[src/rtl/mesm6_alu_seq.sv]
// rtl/mesm6_alu_seq.sv - ALU op/done handshake initiator with accumulator/Y capture and timeout abort
// Issues one ALU op per command, captures result on done, forces NOP for a cycle, then responds.
module mesm6_alu_seq #(
   parameter int                   OP_WIDTH = 5,
   parameter logic [OP_WIDTH-1:0]  OP_NOP   = '0,
   parameter int                   TIMEOUT  = 16
) (
   input  logic                clk,
   input  logic                reset,
   input  logic                cmd_valid,
   output logic                cmd_ready,
   input  logic [OP_WIDTH-1:0] cmd_op,
   input  logic [47:0]         cmd_a,
   input  logic [47:0]         cmd_b,
   output logic [OP_WIDTH-1:0] alu_op,
   output logic [47:0]         alu_a,
   output logic [47:0]         alu_b,
   input  logic [47:0]         alu_result,
   input  logic [47:0]         alu_y,
   input  logic                alu_done,
   output logic [47:0]         acc,
   output logic [47:0]         y,
   output logic                rsp_valid,
   input  logic                rsp_ready,
   output logic                rsp_error,
   output logic                busy
);

   localparam logic [7:0] TIMEOUT_C = 8'(TIMEOUT);

   typedef enum logic [1:0] {S_IDLE, S_ISSUE, S_RELEASE, S_RESP} state_t;

   state_t              state_q, state_d;
   logic [OP_WIDTH-1:0] op_q, op_d;
   logic [47:0]         a_q, a_d;
   logic [47:0]         b_q, b_d;
   logic [47:0]         acc_q, acc_d;
   logic [47:0]         y_q, y_d;
   logic                err_q, err_d;
   logic [7:0]          cnt_q, cnt_d;

   always_ff @(posedge clk) begin
      if (reset) begin
         state_q <= S_IDLE;
         op_q    <= OP_NOP;
         a_q     <= '0;
         b_q     <= '0;
         acc_q   <= '0;
         y_q     <= '0;
         err_q   <= 1'b0;
         cnt_q   <= '0;
      end else begin
         state_q <= state_d;
         op_q    <= op_d;
         a_q     <= a_d;
         b_q     <= b_d;
         acc_q   <= acc_d;
         y_q     <= y_d;
         err_q   <= err_d;
         cnt_q   <= cnt_d;
      end
   end

   always_comb begin
      state_d = state_q;
      op_d    = op_q;
      a_d     = a_q;
      b_d     = b_q;
      acc_d   = acc_q;
      y_d     = y_q;
      err_d   = err_q;
      cnt_d   = cnt_q;
      case (state_q)
         S_IDLE: begin
            if (cmd_valid) begin
               op_d = cmd_op;
               a_d  = cmd_a;
               b_d  = cmd_b;
               if (cmd_op != OP_NOP) begin
                  state_d = S_ISSUE;
                  cnt_d   = '0;
               end else begin
                  state_d = S_RESP;
                  err_d   = 1'b0;
               end
            end
         end
         S_ISSUE: begin
            cnt_d = cnt_q + 8'd1;
            // cnt_q == 0 marks the first ISSUE cycle, where done is still left over from the last op
            if ((cnt_q != 8'd0) && alu_done) begin
               acc_d   = alu_result;
               y_d     = alu_y;
               err_d   = 1'b0;
               state_d = S_RELEASE;
            end else if (cnt_d == TIMEOUT_C) begin
               err_d   = 1'b1;
               state_d = S_RELEASE;
            end
         end
         S_RELEASE: begin
            state_d = S_RESP;
         end
         S_RESP: begin
            if (rsp_ready) begin
               state_d = S_IDLE;
            end
         end
         default: begin
            state_d = S_IDLE;
         end
      endcase
   end

   assign alu_op    = (state_q == S_ISSUE) ? op_q : OP_NOP;
   assign alu_a     = a_q;
   assign alu_b     = b_q;
   assign acc       = acc_q;
   assign y         = y_q;
   assign cmd_ready = (state_q == S_IDLE);
   assign rsp_valid = (state_q == S_RESP);
   assign rsp_error = err_q;
   assign busy      = (state_q != S_IDLE);

endmodule

[config.mk]
export PLATFORM = sky130hd
export DESIGN_NAME = mesm6_alu_seq
export DESIGN_NICKNAME = d
export VERILOG_FILES = /design/src/rtl/mesm6_alu_seq.sv
export SDC_FILE = /design/constraint.sdc
export NUM_CORES = 1
export LEC_CHECK = 0
export CAP_MARGIN = 30
export CORE_AREA = 2 2 155 157
export CTS_CLUSTER_DIAMETER = 30
export DETAILED_ROUTE_END_ITERATION = 6
export DIE_AREA = 0 0 157 159
export GPL_TIMING_DRIVEN = 0
export PLACE_DENSITY = 0.69
export REMOVE_ABC_BUFFERS = 1
export SLEW_MARGIN = 20
export SYNTH_ARGS = -nofsm -noshare
export SYNTH_HDL_FRONTEND = slang
export SYNTH_SLANG_ARGS = --single-unit
[constraint.sdc]
create_clock -name clk -period 4.8 [get_ports clk]
set_input_delay 0.48 -clock clk [delete_from_list [all_inputs] [get_ports clk]]
set_output_delay 0.48 -clock clk [all_outputs]
set_load 0.05 [all_outputs]
; Word-level counts from Yosys, hierarchy flattened
; Index checks and enable logic that the tools add are counted.
[totals]
regBits = 208
in_bits = 202
output_inout_bits = 201
wordCells = 44
[op_classes]
add_sub_neg = 1
eq_ne = 9
muxes = 15
n_reduce_logical = 11
[op_table]
columns = cell, n
row1 = 2-to-1 mux 8 bit, 2
row2 = case mux 8 bit (2 select lines), 1
row3 = 2-to-1 mux 2 bit, 5
row4 = adder 8 x 1 -> 8 bit (second input constant), 1
row5 = equality test 8 x 5 -> 1 bit (second input constant), 1
row6 = case mux 2 bit (4 select lines), 1
row7 = nonzero test 8 bit, 1
row8 = AND reduction 3 bit, 2
row9 = 2-to-1 mux 5 bit, 1
row10 = nonzero test 5 bit, 1
row11 = equality test 2 bit (second input constant), 2
row12 = 2-to-1 mux 1 bit, 4
row13 = inequality test 2 x 1 -> 1 bit (second input constant), 2
row14 = inequality test 2 bit (second input constant), 2
row15 = AND reduction 2 bit, 2
row16 = AND reduction 4 bit, 1
row17 = nonzero test 2 bit, 2
row18 = inequality test 3 bit (second input constant), 1
row19 = equality test 2 x 1 -> 1 bit (second input constant), 1
row20 = zero test 2 bit, 1
row21 = case mux 1 bit (2 select lines), 1
row22 = logical AND 1 bit, 1

; Depth between registers and ports, before layout
[logic_depth]
word_depth = 5
ltp_mapped = 10
ltp_nobuf = 7

; Worst setup path before layout
; OpenSTA, ideal clock, no wires.
[synth_timing]
path_type = reg-to-reg
startpoint = register state_q[1]
endpoint = register a_q[0] (netlist: alu_a[0])
setup_time_ns = 0.070
arrival_time_ns = 2.302
required_ns = 4.730
path_slack_ns = 2.428
stages_incl_launch_ff = 9
path_buffers = 2
period_less_slack_ns = 2.372
cell_sequence = dfxtp_1 inv_1 ha_1 inv_1 nor2_1 clkbuf_1 buf_2 nand2_1 a21oi_1
[synth_via]
elab_chain_len = 2
[synth_rtl]
columns = element, line
row1 = "start, declared", 33  ; state_t state_q, state_d;
row2 = "start signal, assigned", 53  ; state_q <= state_d;
row3 = zero test 2 bit, --
row4 = net cmd_ready, 11  ; output logic cmd_ready,
row5 = AND reduction 2 bit (no line), --
row6 = "end signal, assigned", 46  ; a_q <= '0;
row7 = "end signal, assigned", 55  ; a_q <= a_d;
row8 = "end, declared", 35  ; logic [47:0] a_q, a_d;
; The timed path passes the listed nets, and every way through them passes these cells.
; A chain may end at the register's enable or synchronous reset.

; Worst setup path in the final report
[layout_timing]
startpoint = register state_q[1]
endpoint = output port alu_op[2]
[layout_via]
elab_chain_len = 2
[layout_rtl]
columns = element, line
row1 = equality test 2 x 1 -> 1 bit, 115  ; assign alu_op = (state_q == S_ISSUE) ? op_q : OP_NOP;
row2 = 2-to-1 mux 5 bit, 115
row3 = "end, declared", 15  ; output logic [OP_WIDTH-1:0] alu_op,
; Every way passes these cells.

==> results.py <==
metrics = {
    "synth": {
        "ys_seq_area_share_pct": 54.7,
        "synthMuxAreaShare_pct": 0.443,
        "yosys.area_share.simple_pct": 22.8,
        "synth_flop_cell": "dfxtp_1",
        "synthAdderAreaFrac_pct": 0.985,
        "synthCells": 963,
        "synth.distinct_cells": 41,
        "ys_async_sr_fraction_pct": 0,
        "synth_top_family_by_area": "simple AND/OR/NAND/NOR gates",
        "synth_edf_count": 0,
        "ys_warn_count": 0,
        "ys_ff_latch": 208,
        "synth-xor-area-share_pct": 0,
        "netlist_area_um2": 7620,
        "avgSynthCellArea_um2": 7.91,
        "synth-compound-area-share_pct": 16.1,
    },
    "cts": {
        "htreeDepth": 2,
        "numCtsBuffers": 51,
        "clk_latency_ns": 0.55,
        "cts_hold_buf": 0,
        "cts.path.max_buffers": 3,
        "clock_sinks": 208,
        "cts_tree": "done",
        "clock-root-buffer": "clkbuf_16",
        "cts_setup_buffers": 0,
        "cts-resized-gates": 0,
        "cts.clk_slew.worst_paths_ns": 0.04,
    },
    "timing": {
        "setup_viol": 0,
        "max_clock_freq_ghz": 0.329,
        "fin_setup_tns_ns": 0,
        "fin_crit_sh_pct": 63.3,
        "maxSlewHeadroom_pct": 52.0,
        "hold_viol": 0,
        "rsz0062_at_grt": "no",
        "finClkSkew_ns": 0.0135,
        "fin_crit_ns": 3.04,
        "tightest_slew_ns": 0.719,
        "maxSlewViolCount": 0,
        "setup_ws_ns": 1.76,
    },
    "power_and_ir_drop": {
        "ir_drop_uv": 444,
        "finalPower_uw": 7630,
        "p_per_area_nw_per_um2": 550,
        "leakagePower_uw": 0.00497,
    },
    "floorplan": {
        "die_h_um": 159,
        "num_io_pins": 403,
        "start_util_pct": 32.8,
        "die_area_um2": 25000,
        "die_w_um": 157,
        "rows": 56,
        "core-area_um2": 23200,
    },
    "setup_path": {
        "cp_max_fo": 14,
        "reg2reg_slack_ns": 2.19,
        "rr_endpoint": "alu_a[17]$_SDFFE_PP0P_",
        "crit_type": "flip-flop to output pin",
        "rr_worst_depth": 9,
        "required_ns": 4.32,
        "crit_end": "alu_op[2]",
        "cp-startpoint": "state_q[1]$_SDFFE_PP0P_",
        "worst_setup_path_end_kind": "output pin",
        "critPathSlowestCell": "clkdlybuf4s50_1",
        "start_kind": "flip-flop",
        "path_cells": "inv_1, ha_1, and2_1, clkdlybuf4s50_1",
        "max_stage_delay_ns": 0.84,
        "r2r-start": "state_q[1]$_SDFFE_PP0P_",
        "crit_arrival_ns": 2.56,
    },
    "detailed_routing": {
        "postRouteAntennaNets": 0,
        "drt_pass1_iterations": 4,
        "wl_per_cell_um": 15.6,
        "totalWireLength_mm": 26.8,
        "via_count": 7920,
        "via_per_inst": 4.61,
        "dr.first_iter.drc_count": 392,
        "drc": 0,
    },
    "final_layout": {
        "area_delta_synth_final_pct": 82.0,
        "diodes": 0,
        "nNetsFinal": 1566,
        "layout-drive-gt1-share_pct": 8.36,
    },
    "placement": {
        "pre_cts_ws_ns": 2.16,
        "dpl.hpwl_mm": 18.4,
        "port_buffers": 402,
        "gp_congestion": 0.817,
    },
    "run_status": {
        "status": "completed",
    },
    "grt": {
        "antenna_found_initial": 0,
        "grt_max_degree": 86,
        "grt_use_total_pct": 20.8,
        "grt_pass1_vias": 7966,
        "globalRouteOverflowTotal": 0,
        "grt_pass1_wl_mm": 41.6,
    },
    "run": {
        "maxCapViolCount": 0,
    },
    "worst_hold_path": {
        "hold_path.class": "input pin to flip-flop",
        "hold-path-cell-count": 2,
    },
}
placed cells by master (no fill, tap or decap), types with 7 or more instances in the layout:
cell type / Yosys / layout
inv_1: 12 / 12
clkdlybuf4s50_1: 0 / 401
clkbuf_16: 0 / 51
dfxtp_1: 208 / 208
a21oi_1: 204 / 204
buf_16: 0 / 7
bufinv_16: 0 / 10
clkinvlp_4: 0 / 13
clkinv_2: 0 / 7
nand2_1: 400 / 398
clkbuf_8: 1 / 9
worst max-delay path: cells and delay by family, from the launching register on:
family / cells / cell delay (ns)
flip-flops: 1 / 0.32
AND/OR/NAND/NOR: 1 / 0.20
adder cells (fa/ha/maj): 1 / 0.54
buffers and inverters: 2 / 0.96
synthesized netlist by cell type, types with 4 or more instances:
cell | number | share of area, %
o21ai_0 | 4 | 0.26
nand2_1 | 400 | 20
nand3_1 | 4 | 0.26
a21oi_1 | 204 | 13
inv_1 | 12 | 0.59
dfxtp_1 | 208 | 55
and2_1 | 6 | 0.49
nor2_1 | 7 | 0.34
buf_2 | 24 | 1.6
o32ai_1 | 6 | 0.69
buf_4 | 5 | 0.49
clkbuf_1 | 35 | 1.7
ha_1 | 6 | 0.99
stage by stage:
stage               utilization [%]  instances  hold WS [ns]  cell area (µm²)
floorplan                         -        895         0.426             7280
global placement               50.5       1616         0.438            11700
detailed placement             51.5       1624         0.443            11900
CTS                            59.8       1719         0.294            13900
global route                   59.8       1719         0.307            13900
finish                         59.8       1719         0.296            13900
power breakdown:
part,switching [µW],internal (µW)
clock network,1110,2630
registers,96.0,1920
logic,1200,668
registers in the layout (all words and copies together) (netlist names):
| signal | count |
|---|---|
| op_q | 5 |
| cnt_q | 8 |
| rsp_error | 1 |
| acc | 48 |
| alu_b | 48 |
| state_q | 2 |
| y | 48 |
| alu_a | 48 |
logic make-up (layout without fill, tap and decap cells):
family                   count (synthesis)  count (layout)
flip-flops                             208             208
buffers and inverters                   80             517
multiplexers                             3               3
adder cells (fa/ha/maj)                  6               6
AND/OR/NAND/NOR                        436             436
AO/OA/AOI/OAI                          230             230
area by class of cell:
class | count | area, µm²
Clock inverter | 33 | 513
Timing Repair Buffer | 410 | 4240
Multi-Input combinational cell | 675 | 3100
Inverter | 12 | 45.0
Fill cell | 2000 | 9320
Sequential cell | 208 | 4160
Tap cell | 319 | 399
Clock buffer | 62 | 1410
worst min path at each step:
stage / start / end / slack (ns)
after floorplan: op_q[0]$_SDFFE_PP0P_ / op_q[0]$_SDFFE_PP0P_ / 0.43
after global placement: op_q[1]$_SDFFE_PP0P_ / op_q[1]$_SDFFE_PP0P_ / 0.44
after detailed placement: op_q[0]$_SDFFE_PP0P_ / op_q[0]$_SDFFE_PP0P_ / 0.44
after CTS: reset / y[29]$_SDFFE_PP0P_ / 0.29
after global routing: reset / y[33]$_SDFFE_PP0P_ / 0.31
final: reset / acc[14]$_SDFFE_PP0P_ / 0.30
per-layer routing:
metal / vias to the layer above / track usage, % / routed length, µm
li1: 3944 / - / -
met1: 3600 / 22.9 / 10600
met2: 317 / 35.9 / 13000
met3: 59 / 7.59 / 2440
met4: 0 / 8.42 / 803
met5: - / 0 / 0
Note: power is estimated with default switching activity, not from simulation.
